===== src/rtl/commit_store_queue.sv =====
// commit_store_queue: two-level store queue (speculative -> commit) feeding the D$.
// Optional store-to-load hazard detection is built when COMMIT_STORE_QUEUE_FWD_EN is defined.
module commit_store_queue #(
    parameter int SPEC_DEPTH   = 4,
    parameter int COMMIT_DEPTH = 4,
    parameter int PLEN         = 34,
    parameter int XLEN         = 64
) (
    input  logic                clk_i,
    input  logic                rst_ni,
    input  logic                flush_i,
    input  logic                valid_i,
    output logic                ready_o,
    input  logic [PLEN-1:0]     paddr_i,
    input  logic [XLEN-1:0]     data_i,
    input  logic [XLEN/8-1:0]   be_i,
    input  logic [1:0]          size_i,
    input  logic                commit_i,
    output logic                commit_ready_o,
    output logic                no_st_pending_o,
    output logic                store_buffer_empty_o,
`ifdef COMMIT_STORE_QUEUE_FWD_EN
    input  logic [11:0]         page_offset_i,
    output logic                page_offset_matches_o,
`endif
    output logic                req_o,
    input  logic                gnt_i,
    output logic [PLEN-1:0]     addr_o,
    output logic [XLEN-1:0]     wdata_o,
    output logic [XLEN/8-1:0]   be_o,
    output logic [1:0]          size_o
);

    localparam int SPW = $clog2(SPEC_DEPTH);
    localparam int CPW = $clog2(COMMIT_DEPTH);
    localparam int BEW = XLEN / 8;
    localparam logic [SPW:0] SPEC_FULL   = (SPW+1)'(SPEC_DEPTH);
    localparam logic [CPW:0] COMMIT_FULL = (CPW+1)'(COMMIT_DEPTH);

    logic [PLEN-1:0] spec_addr [SPEC_DEPTH];
    logic [XLEN-1:0] spec_data [SPEC_DEPTH];
    logic [BEW-1:0]  spec_be   [SPEC_DEPTH];
    logic [1:0]      spec_size [SPEC_DEPTH];

    logic [PLEN-1:0] commit_addr [COMMIT_DEPTH];
    logic [XLEN-1:0] commit_data [COMMIT_DEPTH];
    logic [BEW-1:0]  commit_be   [COMMIT_DEPTH];
    logic [1:0]      commit_size [COMMIT_DEPTH];

    logic [SPW-1:0] spec_rptr, spec_wptr;
    logic [SPW:0]   spec_cnt;
    logic [CPW-1:0] commit_rptr, commit_wptr;
    logic [CPW:0]   commit_cnt;

    logic push, promote, pop;

    // Status flags come straight from the registered counters, so a freed slot shows up next cycle.
    assign ready_o              = spec_cnt < SPEC_FULL;
    assign commit_ready_o       = commit_cnt < COMMIT_FULL;
    assign no_st_pending_o      = commit_cnt == '0;
    assign store_buffer_empty_o = (commit_cnt == '0) && (spec_cnt == '0);
    assign req_o                = commit_cnt != '0;

    // A push arriving on a flush cycle is discarded along with the rest of the speculative state.
    assign push    = valid_i && ready_o && !flush_i;
    assign promote = commit_i && (spec_cnt != '0) && commit_ready_o;
    assign pop     = req_o && gnt_i;

    assign addr_o  = commit_addr[commit_rptr];
    assign wdata_o = commit_data[commit_rptr];
    assign be_o    = commit_be[commit_rptr];
    assign size_o  = commit_size[commit_rptr];

    // Speculative entry storage: written at the tail on every accepted push.
    always_ff @(posedge clk_i or negedge rst_ni) begin
        if (!rst_ni) begin
            for (int i = 0; i < SPEC_DEPTH; i++) begin
                spec_addr[i] <= '0;
                spec_data[i] <= '0;
                spec_be[i]   <= '0;
                spec_size[i] <= '0;
            end
        end else if (push) begin
            spec_addr[spec_wptr] <= paddr_i;
            spec_data[spec_wptr] <= data_i;
            spec_be[spec_wptr]   <= be_i;
            spec_size[spec_wptr] <= size_i;
        end
    end

    // Speculative pointers and count; a same-cycle promotion is applied before the flush collapses the queue.
    always_ff @(posedge clk_i or negedge rst_ni) begin
        if (!rst_ni) begin
            spec_rptr <= '0;
            spec_wptr <= '0;
            spec_cnt  <= '0;
        end else begin
            if (promote) begin
                spec_rptr <= spec_rptr + SPW'(1);
            end
            if (flush_i) begin
                spec_wptr <= promote ? spec_rptr + SPW'(1) : spec_rptr;
                spec_cnt  <= '0;
            end else begin
                if (push) begin
                    spec_wptr <= spec_wptr + SPW'(1);
                end
                case ({push, promote})
                    2'b10:   spec_cnt <= spec_cnt + (SPW+1)'(1);
                    2'b01:   spec_cnt <= spec_cnt - (SPW+1)'(1);
                    default: spec_cnt <= spec_cnt;
                endcase
            end
        end
    end

    // Commit entry storage: the speculative head is copied to the commit tail on promotion.
    always_ff @(posedge clk_i or negedge rst_ni) begin
        if (!rst_ni) begin
            for (int i = 0; i < COMMIT_DEPTH; i++) begin
                commit_addr[i] <= '0;
                commit_data[i] <= '0;
                commit_be[i]   <= '0;
                commit_size[i] <= '0;
            end
        end else if (promote) begin
            commit_addr[commit_wptr] <= spec_addr[spec_rptr];
            commit_data[commit_wptr] <= spec_data[spec_rptr];
            commit_be[commit_wptr]   <= spec_be[spec_rptr];
            commit_size[commit_wptr] <= spec_size[spec_rptr];
        end
    end

    // Commit pointers and count; never flushed, only drained by granted requests.
    always_ff @(posedge clk_i or negedge rst_ni) begin
        if (!rst_ni) begin
            commit_rptr <= '0;
            commit_wptr <= '0;
            commit_cnt  <= '0;
        end else begin
            if (promote) begin
                commit_wptr <= commit_wptr + CPW'(1);
            end
            if (pop) begin
                commit_rptr <= commit_rptr + CPW'(1);
            end
            case ({promote, pop})
                2'b10:   commit_cnt <= commit_cnt + (CPW+1)'(1);
                2'b01:   commit_cnt <= commit_cnt - (CPW+1)'(1);
                default: commit_cnt <= commit_cnt;
            endcase
        end
    end

`ifdef COMMIT_STORE_QUEUE_FWD_EN
    logic [SPW-1:0] spec_off;
    logic [CPW-1:0] commit_off;

    // Flag any occupied entry in either queue whose doubleword page offset matches the load.
    always_comb begin
        page_offset_matches_o = 1'b0;
        spec_off              = '0;
        commit_off            = '0;
        for (int i = 0; i < SPEC_DEPTH; i++) begin
            spec_off = SPW'(i) - spec_rptr;
            if (({1'b0, spec_off} < spec_cnt) && (spec_addr[i][11:3] == page_offset_i[11:3])) begin
                page_offset_matches_o = 1'b1;
            end
        end
        for (int i = 0; i < COMMIT_DEPTH; i++) begin
            commit_off = CPW'(i) - commit_rptr;
            if (({1'b0, commit_off} < commit_cnt) && (commit_addr[i][11:3] == page_offset_i[11:3])) begin
                page_offset_matches_o = 1'b1;
            end
        end
    end
`endif

endmodule


===== config.mk =====
export PLATFORM = sky130hd
export DESIGN_NAME = commit_store_queue
export DESIGN_NICKNAME = d
export VERILOG_FILES = /design/src/rtl/commit_store_queue.sv
export SDC_FILE = /design/constraint.sdc
export NUM_CORES = 1
export LEC_CHECK = 0
export ABC_AREA = 1
export CORE_ASPECT_RATIO = 1.2
export CORE_UTILIZATION = 30
export CTS_BUF_LIST = sky130_fd_sc_hd__clkbuf_8
export DETAILED_ROUTE_END_ITERATION = 10
export DONT_BUFFER_PORTS = 1
export RECOVER_POWER = 25
export SYNTH_ARGS = -nofsm -noshare
export SYNTH_HDL_FRONTEND = slang
export SYNTH_SLANG_ARGS = --single-unit

===== constraint.sdc =====
create_clock -name clk_i -period 3.55 [get_ports clk_i]
set_input_delay 0.355 -clock clk_i [delete_from_list [all_inputs] [get_ports clk_i]]
set_output_delay 0.355 -clock clk_i [all_outputs]
set_load 0.05 [all_outputs]

==> impl_metrics.py, run 1 <==
metrics = {
    "synthesis": {
        "synth-seq-cells": 878,
        "netlist_area_um2": 39440,
        "synthFlopType": "dfrtp_1",
        "synth-edff-count": 0,
        "syn_avg_cell_area_um2": 8.407,
        "synth_top_area_cell": "dfrtp_1",
        "synth_seq_area_share_pct": 55.71,
        "synth_area_leaders": "dfrtp_1 (56%), o21ai_0 (15%), nand2_1 (12%)",
        "synth_fp_nets": 4816,
        "synth_cells": 4691,
        "synth_common_cells": "nand2_1 (1,311), o21ai_0 (1,195), dfrtp_1 (878)",
        "ys_async_sr_fraction_pct": 100.0,
        "synth.most_common_cell": "nand2_1",
        "yosysTopAreaCellShare_pct": 55.71,
        "ys_warn_count": 0,
        "synth_cell_types": 32,
    },
    "pwr": {
        "power.density_nw_per_um2": 1116,
        "leakage_nw": 21.95,
        "peakVddDrop_v": 0.0007944,
    },
    "die": {
        "dieArea_um2": 132900,
        "rows": 145,
        "boundaryPins": 227,
        "die_height_um": 399.2,
        "initial_core_util_pct": 30.28,
        "dieWidth_um": 333.0,
        "core_area_um2": 130300,
    },
    "setup_path": {
        "reg2reg_from": "spec_cnt[2]",
        "startpoint": "commit_rptr[0]",
        "cp_max_fo": 56,
        "required_ns": 3.19,
        "critPathKind": "reg2out",
        "startpoint_type": "flip-flop",
        "worstSetupEndpointType": "output port",
        "arrival_ns": 3.04,
    },
    "place": {
        "hpwl_mm": 69.59,
        "routabilityCongestion": 0.7824,
        "placed_area_um2": 41450,
        "portBuffers": 0,
    },
    "global_route": {
        "grt_overflow_total": 0,
        "grt_max_degree": 879,
        "grtUsageMet2_pct": 30.36,
        "grt_pass1_vias": 32830,
        "grt_pass1_wl_mm": 194.9,
        "busiest_layer": "met2",
        "grtUsageTotal_pct": 18.69,
        "antenna_found_initial": 18,
        "grt_use_met3_pct": 2.961,
        "grtUsageMet1_pct": 24.97,
    },
    "flow_run": {
        "maxCapViolations": 0,
    },
    "final_layout": {
        "drive_gt1_share_pct": 9.691,
        "regArea_um2": 21990,
        "postLayoutCoreUtil_pct": 35.17,
        "finalNetCount": 4898,
        "fill_cells": 13520,
        "area_delta_synth_final_pct": 16.18,
        "multi_input_area_um2": 15230,
        "final_area_um2": 45820,
    },
    "hold_path": {
        "worst_hold_path_type": "in2async",
    },
    "clock_tree": {
        "cts_buffers": 150,
        "post_cts_buffers": 0,
        "clock_sink_count": 878,
        "cts_tree": "built",
        "path_clk_slew_ns": 0.06,
        "ctsHtreeMaxLevel": 4,
        "root_buffer": "clkbuf_8",
        "clkLatencyLatePin_ns": 0.88,
        "cts_buffer_depth": 3,
    },
    "timing": {
        "relSlewSlack_pct": 25.11,
        "hold_viol": 0,
        "timing.final.crit_share_pct": 95.58,
        "final.setup.tns_ns": 0,
        "period_needed_ns": 3.393,
        "tightestPinTransition_ns": 1.123,
        "rsz0062_at_grt": "false",
        "timing.fmax_mhz": 294.7,
        "setup_violations": 0,
        "finalMaxSlewViolations": 0,
        "fin_skew_ns": 0.04001,
    },
    "detailed_routing": {
        "ant_nets": 0,
        "routed_via_density": 5.089,
        "drcViolationCount": 0,
        "vias": 33500,
        "drt_pass1_iterations": 6,
        "drtIter0Drc": 2885,
        "routed_wl_mm": 125.3,
        "routedWlPerCell_um": 19.04,
    },
    "status": {
        "outcome": "finished clean",
    },
}
-- critical path: stages (launching register included) --
cell,delay (ns)
dfrtp_4,0.52
inv_6,0.40
buf_6,0.39
o21ai_0,0.13
o22ai_1,0.36
buf_4,0.28
-- state kept, by name, indices dropped and copies added (netlist names), 3 cells and up --
name,count
commit_data,256
spec_data,256
commit_addr,136
spec_addr,136
commit_be,32
spec_be,32
commit_size,8
spec_size,8
commit_cnt,3
spec_cnt,3
-- cells by family after synthesis --
family	after synthesis	share of synthesized area (%)
compound gates	1523	20.81
fa+ha+maj	11	0.3871
simple gates	1770	17.20
xor+xnor	5	0.1110
buf+inv	504	5.790
flops	878	55.71
-- layout by cell type, fill, tap and decap left out, drive strengths merged, types with 13 or more instances in the layout --
| cell | n |
|---|---|
| buf | 184 |
| clkbuf | 187 |
| dfrtp | 878 |
| diode | 13 |
| dlygate4sd3 | 114 |
| inv | 195 |
| nand2 | 1318 |
| nor2 | 445 |
| o21ai | 1302 |
| o22ai | 216 |
-- through the flow --
step           total power, mW  worst slack (ns)  cells  hold WS, ns
2_1_floorplan            33.43             1.019   4691      0.05941
3_3_place_gp             41.09            0.7479   6192       0.1229
3_5_place_dp             41.48            0.7261   6192       0.1171
4_1_cts                  51.18           0.07897   6565      -0.8584
5_1_grt                  54.62           0.03442   6580       0.1406
6_report                 51.12            0.1568   6584      0.05904
-- layer usage --
layer | vias up | part of all wire, %
li1 | 15690 | -
met1 | 16560 | 45
met2 | 1009 | 47
met3 | 238 | 5.6
met4 | 10 | 3.0
met5 | - | 0.053
-- final cells by class --
cell class	instances	share of cell area [%]
diodes	13	0.07100
clock buffers	187	5.617
clock inverters	73	1.019
inverters	136	1.169
multi-input cells	3309	33.24
flip-flops and latches	878	47.99
well taps	1690	4.615
repair buffers	298	6.286
-- path summary, 6_finish.rpt --
| check | endpoint | slack [ns] | cells after the start |
|---|---|---|---|
| setup / recovery | wdata_o[51] | 0.16 | 5 |
| hold / removal | spec_addr[98] | 0.06 | 2 |
| setup reg to reg | commit_cnt[2] | 0.97 | 9 |
| hold reg to reg | spec_data[179] | 0.48 | 2 |
| max in group asynchronous | commit_data[173] | 0.96 | 4 |
| min in group clk_i | spec_data[195] | 0.26 | 3 |
-- power breakdown --
group	internal [mW]	leakage [nW]	total (mW)	switching [mW]
clock network	5.04	1.75	9.37	4.33
logic	7.12	9.00	24.6	17.5
registers	14.8	11.2	17.1	2.39
total	26.9	22.0	51.1	24.2
-- timing repair --
item / in CTS / in global routing
hold buffers: 113 / 2
gates resized for setup: 4 / 0
setup endpoints to repair: 6 / 0
endpoints found under the hold margin: 1320 / 500
(Power assumes the default switching activity.)
==> run 2: changes to the inputs <==
--- a/config.mk
+++ b/config.mk
@@ -9,6 +9,7 @@
 export CORE_ASPECT_RATIO = 1.2
 export CORE_UTILIZATION = 30
 export CTS_BUF_LIST = sky130_fd_sc_hd__clkbuf_8
+export CTS_CLUSTER_SIZE = 20
 export DETAILED_ROUTE_END_ITERATION = 10
 export DONT_BUFFER_PORTS = 1
 export RECOVER_POWER = 25
==> results of run 2 <==
Final layout, timing and power as in run 1 (identical DEF).
